===== src/rtl/counter_ctrl_if.sv =====
// Configuration handshake between the control plane and counter_ctrl.
// The master offers a timer setup and the slave accepts it with cfg_ready.
interface counter_ctrl_if;
  logic        cfg_valid;
  logic        cfg_ready;
  logic [31:0] cfg_value;
  logic        cfg_up;
  logic        cfg_periodic;

  modport master (
    output cfg_valid, cfg_value, cfg_up, cfg_periodic,
    input  cfg_ready
  );

  modport slave (
    input  cfg_valid, cfg_value, cfg_up, cfg_periodic,
    output cfg_ready
  );
endinterface


===== src/rtl/counter_ctrl.sv =====
// Timer sequencer for the free-running up/down counter: loads it, watches its
// interrupt, then re-arms or stops, and reports a sticky irq, expiry count and overrun.
module counter_ctrl #(
  parameter int unsigned LOAD_CYCLES = 2,
  parameter int unsigned EXP_W       = 16
) (
  input  logic              clk,
  input  logic              rst,
  counter_ctrl_if.slave     cfg,
  input  logic              stop,
  input  logic              irq_in,
  input  logic              irq_ack,
  output logic              ctr_load,
  output logic              ctr_up_down,
  output logic [31:0]       ctr_load_value,
  output logic              irq_out,
  output logic              overrun,
  output logic              busy,
  output logic [EXP_W-1:0]  expire_cnt
);

  localparam logic [1:0] IDLE = 2'd0;
  localparam logic [1:0] LOAD = 2'd1;
  localparam logic [1:0] RUN  = 2'd2;

  localparam logic [3:0] LOAD_LAST = 4'(LOAD_CYCLES - 1);

  logic [1:0]       state_q,    state_d;
  logic [3:0]       load_cnt_q, load_cnt_d;
  logic             first_q,    first_d;
  logic [31:0]      value_q,    value_d;
  logic             up_q,       up_d;
  logic             periodic_q, periodic_d;
  logic             irq_q,      irq_d;
  logic             ovr_q,      ovr_d;
  logic [EXP_W-1:0] exp_q,      exp_d;
  logic             load_q,     load_d;
  logic             busy_q,     busy_d;
  logic             expire;

  always_comb begin
    state_d    = state_q;
    load_cnt_d = load_cnt_q;
    first_d    = first_q;
    value_d    = value_q;
    up_d       = up_q;
    periodic_d = periodic_q;
    irq_d      = irq_q;
    ovr_d      = ovr_q;
    exp_d      = exp_q;
    expire     = 1'b0;

    case (state_q)
      IDLE: begin
        if (cfg.cfg_valid) begin
          state_d    = LOAD;
          value_d    = cfg.cfg_value;
          up_d       = cfg.cfg_up;
          periodic_d = cfg.cfg_periodic;
          exp_d      = '0;
          load_cnt_d = '0;
        end
      end
      LOAD: begin
        if (stop) begin
          state_d = IDLE;
        end else if (load_cnt_q == LOAD_LAST) begin
          state_d = RUN;
          first_d = 1'b1;
        end else begin
          load_cnt_d = load_cnt_q + 4'd1;
        end
      end
      RUN: begin
        // The first RUN cycle may still see a pulse from the pre-load count.
        if (stop) begin
          state_d = IDLE;
        end else if (first_q) begin
          first_d = 1'b0;
        end else if (irq_in) begin
          expire     = 1'b1;
          state_d    = periodic_q ? LOAD : IDLE;
          load_cnt_d = '0;
        end
      end
      default: state_d = IDLE;
    endcase

    if (irq_ack) begin
      irq_d = 1'b0;
      ovr_d = 1'b0;
    end
    if (expire) begin
      irq_d = 1'b1;
      if (irq_q && !irq_ack) ovr_d = 1'b1;
      if (exp_q != '1) exp_d = exp_q + 1'b1;
    end

    load_d = (state_d == LOAD);
    busy_d = (state_d != IDLE);
  end

  always_ff @(posedge clk or posedge rst) begin
    if (rst) begin
      state_q    <= IDLE;
      load_cnt_q <= '0;
      first_q    <= 1'b0;
      value_q    <= '0;
      up_q       <= 1'b1;
      periodic_q <= 1'b0;
      irq_q      <= 1'b0;
      ovr_q      <= 1'b0;
      exp_q      <= '0;
      load_q     <= 1'b0;
      busy_q     <= 1'b0;
    end else begin
      state_q    <= state_d;
      load_cnt_q <= load_cnt_d;
      first_q    <= first_d;
      value_q    <= value_d;
      up_q       <= up_d;
      periodic_q <= periodic_d;
      irq_q      <= irq_d;
      ovr_q      <= ovr_d;
      exp_q      <= exp_d;
      load_q     <= load_d;
      busy_q     <= busy_d;
    end
  end

  assign cfg.cfg_ready   = (state_q == IDLE);
  assign ctr_load        = load_q;
  assign ctr_up_down     = up_q;
  assign ctr_load_value  = value_q;
  assign irq_out         = irq_q;
  assign overrun         = ovr_q;
  assign busy            = busy_q;
  assign expire_cnt      = exp_q;

endmodule


===== src/flat_wrapper.sv =====
// flat-port wrapper written by rule: the top's interface ports become plain ports
module counter_ctrl_flat 
#(
  parameter int unsigned LOAD_CYCLES = 2,
  parameter int unsigned EXP_W       = 16
)
  (clk, rst, stop, irq_in, irq_ack, ctr_load, ctr_up_down, ctr_load_value, irq_out, overrun, busy, expire_cnt, cfg_cfg_valid, cfg_cfg_value, cfg_cfg_up, cfg_cfg_periodic, cfg_cfg_ready);
  counter_ctrl_if cfg_i ();
  input  logic clk;
  input  logic rst;
  input  logic stop;
  input  logic irq_in;
  input  logic irq_ack;
  output logic ctr_load;
  output logic ctr_up_down;
  output logic [31:0] ctr_load_value;
  output logic irq_out;
  output logic overrun;
  output logic busy;
  output logic [EXP_W-1:0] expire_cnt;
  input wire logic [$bits(cfg_i.cfg_valid)-1:0] cfg_cfg_valid;
  input wire logic [$bits(cfg_i.cfg_value)-1:0] cfg_cfg_value;
  input wire logic [$bits(cfg_i.cfg_up)-1:0] cfg_cfg_up;
  input wire logic [$bits(cfg_i.cfg_periodic)-1:0] cfg_cfg_periodic;
  output wire logic [$bits(cfg_i.cfg_ready)-1:0] cfg_cfg_ready;
  assign cfg_i.cfg_valid = cfg_cfg_valid;
  assign cfg_i.cfg_value = cfg_cfg_value;
  assign cfg_i.cfg_up = cfg_cfg_up;
  assign cfg_i.cfg_periodic = cfg_cfg_periodic;
  assign cfg_cfg_ready = cfg_i.cfg_ready;
  counter_ctrl #(.LOAD_CYCLES(LOAD_CYCLES), .EXP_W(EXP_W)) u_core (.clk(clk), .rst(rst), .cfg(cfg_i), .stop(stop), .irq_in(irq_in), .irq_ack(irq_ack), .ctr_load(ctr_load), .ctr_up_down(ctr_up_down), .ctr_load_value(ctr_load_value), .irq_out(irq_out), .overrun(overrun), .busy(busy), .expire_cnt(expire_cnt));
endmodule

===== config.mk =====
export PLATFORM = sky130hd
export DESIGN_NAME = counter_ctrl_flat
export DESIGN_NICKNAME = d
export VERILOG_FILES = /design/src/rtl/counter_ctrl_if.sv /design/src/rtl/counter_ctrl.sv /design/src/flat_wrapper.sv
export SDC_FILE = /design/constraint.sdc
export NUM_CORES = 1
export LEC_CHECK = 0
export BUFFER_PORTS_ARGS = -buffer_cell sky130_fd_sc_hd__buf_2
export CAP_MARGIN = 20
export CORE_UTILIZATION = 45
export CTS_CLUSTER_SIZE = 30
export DETAILED_ROUTE_END_ITERATION = 12
export GPL_TIMING_DRIVEN = 0
export PLACE_DENSITY = 0.8
export SYNTH_ARGS = -nofsm -noshare
export SYNTH_HDL_FRONTEND = slang
export SYNTH_SLANG_ARGS = --single-unit

===== constraint.sdc =====
create_clock -name clk -period 3.8 [get_ports clk]
set_input_delay 0.76 -clock clk [delete_from_list [all_inputs] [get_ports clk]]
set_output_delay 0.76 -clock clk [all_outputs]
set_load 0.005 [all_outputs]

Word level (Yosys, flattened, before mapping):

Index checks and enable logic that the tools add are counted.

* register bits: 61
* word-level logic and storage cells: 67

* add/sub/neg operators: 2
* reductions and logical operators: 10
* equality and inequality tests: 12
* mux-type cells: 32

Operators with widths (count)
* 2-to-1 mux 16 bit: 4
* 2-to-1 mux 4 bit: 6
* adder 16 x 1 -> 16 bit (second input constant): 1
* inequality test 16 bit (second input constant): 1
* 2-to-1 mux 1 bit: 13
* 2-to-1 mux 2 bit: 6
* inequality test 2 bit (second input constant): 6
* case mux 4 bit (3 select lines): 1
* AND reduction 7 bit: 1
* case mux 2 bit (3 select lines): 1
* nonzero test 2 bit: 3
* adder 4 x 1 -> 4 bit (second input constant): 1
* == test 2 x 1 -> 1 bit (second input constant): 2
* == test 4 x 1 -> 1 bit (second input constant): 1
* AND reduction 4 bit: 1
* nonzero test 3 bit: 1
* == test 2 bit (second input constant): 1
* zero test 2 bit: 1
* inequality test 2 x 1 -> 1 bit (second input constant): 1
* case mux 1 bit (2 select lines): 1
* AND reduction 2 bit: 1
* logical AND 1 bit: 1
* zero test 1 bit: 1

Longest topological paths before layout:

* depth after elaboration: 6
* mapped depth: 6

Least setup slack after synthesis:

No wires, ideal clock.

* kind: input -> register
* start: input irq_in
* end: register u_core.load_cnt_q[1]
* path buffers: 1
* setup slack: 1.823 ns
* stages: 5
* required time: 3.673 ns
* data arrival time: 1.849 ns
* path through: and4bb_1 -> and2_1 -> buf_6 -> or3_1 -> mux2_1

* longest elaborated chain between the ends: 2

RTL lines
* from (decl): RTL line flat_wrapper.sv:12 `input logic irq_in;`
* inequality test 2 bit (no source line)
* AND reduction 7 bit (no source line)
* to (signal assigned): RTL line counter_ctrl.sv:118 `load_cnt_q <= load_cnt_d;`
* to (decl): RTL line counter_ctrl.sv:29 `logic [3:0] load_cnt_q, load_cnt_d;`

No other way between the ends.
A chain may end at the register's enable or synchronous reset.

Worst setup path after layout:

* start: input cfg_cfg_valid
* end: register u_core.load_cnt_q[3]

* longest elaborated chain between the ends: 2

RTL lines
* from (decl): RTL line flat_wrapper.sv:21 `input wire logic [$bits(cfg_i.cfg_valid)-1:0] cfg_cfg_valid;`
* inequality test 2 bit (no source line)
* AND reduction 7 bit (no source line)

No other way between the ends.

==> results.toml <==
[outcome]
status = "finished clean"

[floorplanning]
die_height_um = 81.1
start_util = 0.470
dieArea_mm2 = 0.00657
boundaryPins = 94
core-area_mm2 = 0.00599
die_width_um = 81.1
rows = 28

[cells_and_area]
layout.nets = 449
drive_gt1_frac = 0.311
stdcell_area_mm2 = 0.00360
area_growth_pct = 28.0
num_antenna_cells = 0

[grt]
grt_pass1_wl_mm = 10.5
grt_antenna_before_repair = 0
grt_usage = 0.214
grt_max_degree = 43
gr-total-overflow = 0
grt_pass1_vias = 2363

[sta]
finalSetupTns_ns = 0
max_slew.worst_pin.slew_ns = 0.763
clock_skew_ns = 0.00904
setup_viol = 0
finalCritPeriodShare = 0.546
fmax_ghz = 0.482
drv_slew = 0
relSlewSlack = 0.490
finalHoldViolCount = 0
rsz0062_at_grt = "no"
min_period_ns = 2.08

[power]
cellLeakagePower_nw = 1.94
power_mw = 2.25
max-vdd-ir-drop_v = 0.000403
p_per_area_mw_per_mm2 = 625

[setup_path]
crit_chain = "buf_2 -> nor3b_1 -> clkbuf_1 -> o32ai_1 -> a22o_1"
start_kind = "input pin"
cp_max_fo = 10
cp.arrival_ns = 2.30
cpPeakStageDelay_ns = 0.63
cp-end-kind = "flop"
cp_slowest_cell = "nor3b_1"
crit_type = "in2reg"
required_ns = 4.03

[synthesis]
synthesis.nets = 344
synth_area_leader_cell = "dfrtp_1"
synth.top_cell.area_share = 0.534
netlist_area_mm2 = 0.00281
synth_most_common_cell = "nand2_1"
synth_cells = 301
ys_async_sr_fraction = 1.00
yosys-top-cells-area = "dfrtp_1, nand2_1, mux2i_1"
seq_area_frac_synth = 0.543
synthTopCellsByCount = "nand2_1, dfrtp_1, inv_1, nand3_1"
yosysUniqueCellTypes = 49
yosys_warnings = 0
ys_dominant_reg_cell = "dfrtp_1"
syn_area_per_cell_um2 = 9.35
ys_ff_latch = 61
synth_edf_count = 0

[drt]
wl_per_cell_um = 13.3
first_iter_violations = 153
viasPerCell = 5.06
drc = 0
first_pass_iters = 4
vias = 2460
final_antenna_net_count = 0
routed_wirelength_mm = 6.45

[placed_design]
gp_congestion = 0.824
dp_hpwl_mm = 4.64
port_buffers = 93
post_dp_cell_area_mm2 = 0.00339

[run]
max_cap_violations = 0

[clock_tree]
clkSlewWorstSetupHoldPaths_ns = 0.07
cts.sinks = 61
clock_path_buffers = 2
cts-resized-gates = 0
cts_setup_buffers = 0
cts_tree = "built"
clkLatencyLatePin_ns = 0.34
cts-htree-levels = 3
cts_made_buffers = 9
cts_root_buf = "clkbuf_8"
holdBufCountCts = 0

[min_path]
hp-class = "in2async"
==> where the power goes <==
group	switching [mW]	internal (mW)	total, mW	leakage [nW]
registers	0.122	0.860	0.982	0.782
clock network	0.273	0.325	0.598	0.0991
logic	0.380	0.290	0.670	1.06
total	0.775	1.47	2.25	1.94
==> metrics by stage <==
stage,setup WS (ns),utilization,std cells,hold WS [ns]
after floorplan,1.53,-,301,0.448
after global placement,0.765,0.563,469,0.446
after detailed placement,1.35,0.566,470,0.453
after CTS,1.73,0.601,486,0.415
after global routing,1.50,0.601,486,0.434
final,1.72,0.601,486,0.417
==> cell type report <==
cell class	count	area (µm²)
Fill cell	516	2390
Multi-Input combinational cell	216	1180
Clock inverter	6	71.3
Tap cell	75	93.8
Timing Repair Buffer	94	485
Inverter	14	52.6
Sequential cell	61	1530
Clock buffer	10	138
Buffer	10	50.0
==> sequential cells by signal (all words and copies together) (netlist names) <==
| name | cells |
|---|---|
| u_core.ctr_load | 1 |
| u_core.load_cnt_q | 4 |
| u_core.state_q | 2 |
| u_core.ctr_up_down | 1 |
| u_core.overrun | 1 |
| u_core.periodic_q | 1 |
| u_core.expire_cnt | 16 |
| u_core.first_q | 1 |
| u_core.irq_out | 1 |
| u_core.busy | 1 |
| u_core.ctr_load_value | 32 |
==> layer usage <==
layer  GRT usage  vias to the layer above  wire length (µm)
li1            -                     1226                 -
met2       0.345                       83              3000
met3      0.0674                       10               411
met4       0.100                        0               115
met1       0.261                     1141              2920
met5           0                        -                 0
==> cells in the final DEF, fill, tap and decap left out, types with 4 or more instances in the layout <==
cell type | synthesis | layout
clkbuf_1 | 5 | 5
inv_1 | 14 | 13
nor2_1 | 5 | 5
clkbuf_8 | 0 | 10
dfrtp_1 | 60 | 60
nand4_1 | 4 | 4
a211o_1 | 5 | 5
buf_2 | 4 | 97
nand3_1 | 11 | 11
o21ai_0 | 6 | 6
nand2_1 | 117 | 117
a21oi_1 | 5 | 5
mux2i_1 | 6 | 6
nor3_1 | 4 | 4
==> logic make-up after synthesis <==
kind of cell | count (synthesis) | share of synthesized area
AO/OA/AOI/OAI | 37 | 0.107
XOR/XNOR | 3 | 0.00934
adder cells (fa/ha/maj) | 3 | 0.0133
buffers and inverters | 24 | 0.0365
flip-flops | 61 | 0.543
multiplexers | 7 | 0.0253
AND/OR/NAND/NOR | 166 | 0.265
==> critical path, delay by kind of cell <==
family	cells	cell delay, ns
compound gates	2	0.40
buf+inv	2	0.51
simple gates	1	0.63
==> worst paths after layout <==
| check | startpoint | end | slack (ns) | cells after the start |
|---|---|---|---|---|
| setup / recovery | cfg_cfg_valid | u_core.load_cnt_q[3] | 1.72 | 5 |
| hold / removal | rst | u_core.ctr_load_value[9] | 0.42 | 2 |
| setup reg to reg | u_core.state_q[1] | u_core.load_cnt_q[3] | 1.77 | 4 |
| hold reg to reg | u_core.ctr_load_value[17] | u_core.ctr_load_value[17] | 0.48 | 2 |
| max in group asynchronous | rst | u_core.busy | 2.83 | 3 |
| min in group clk | u_core.ctr_load_value[17] | u_core.ctr_load_value[17] | 0.48 | 2 |
(Power assumes the default switching activity.)
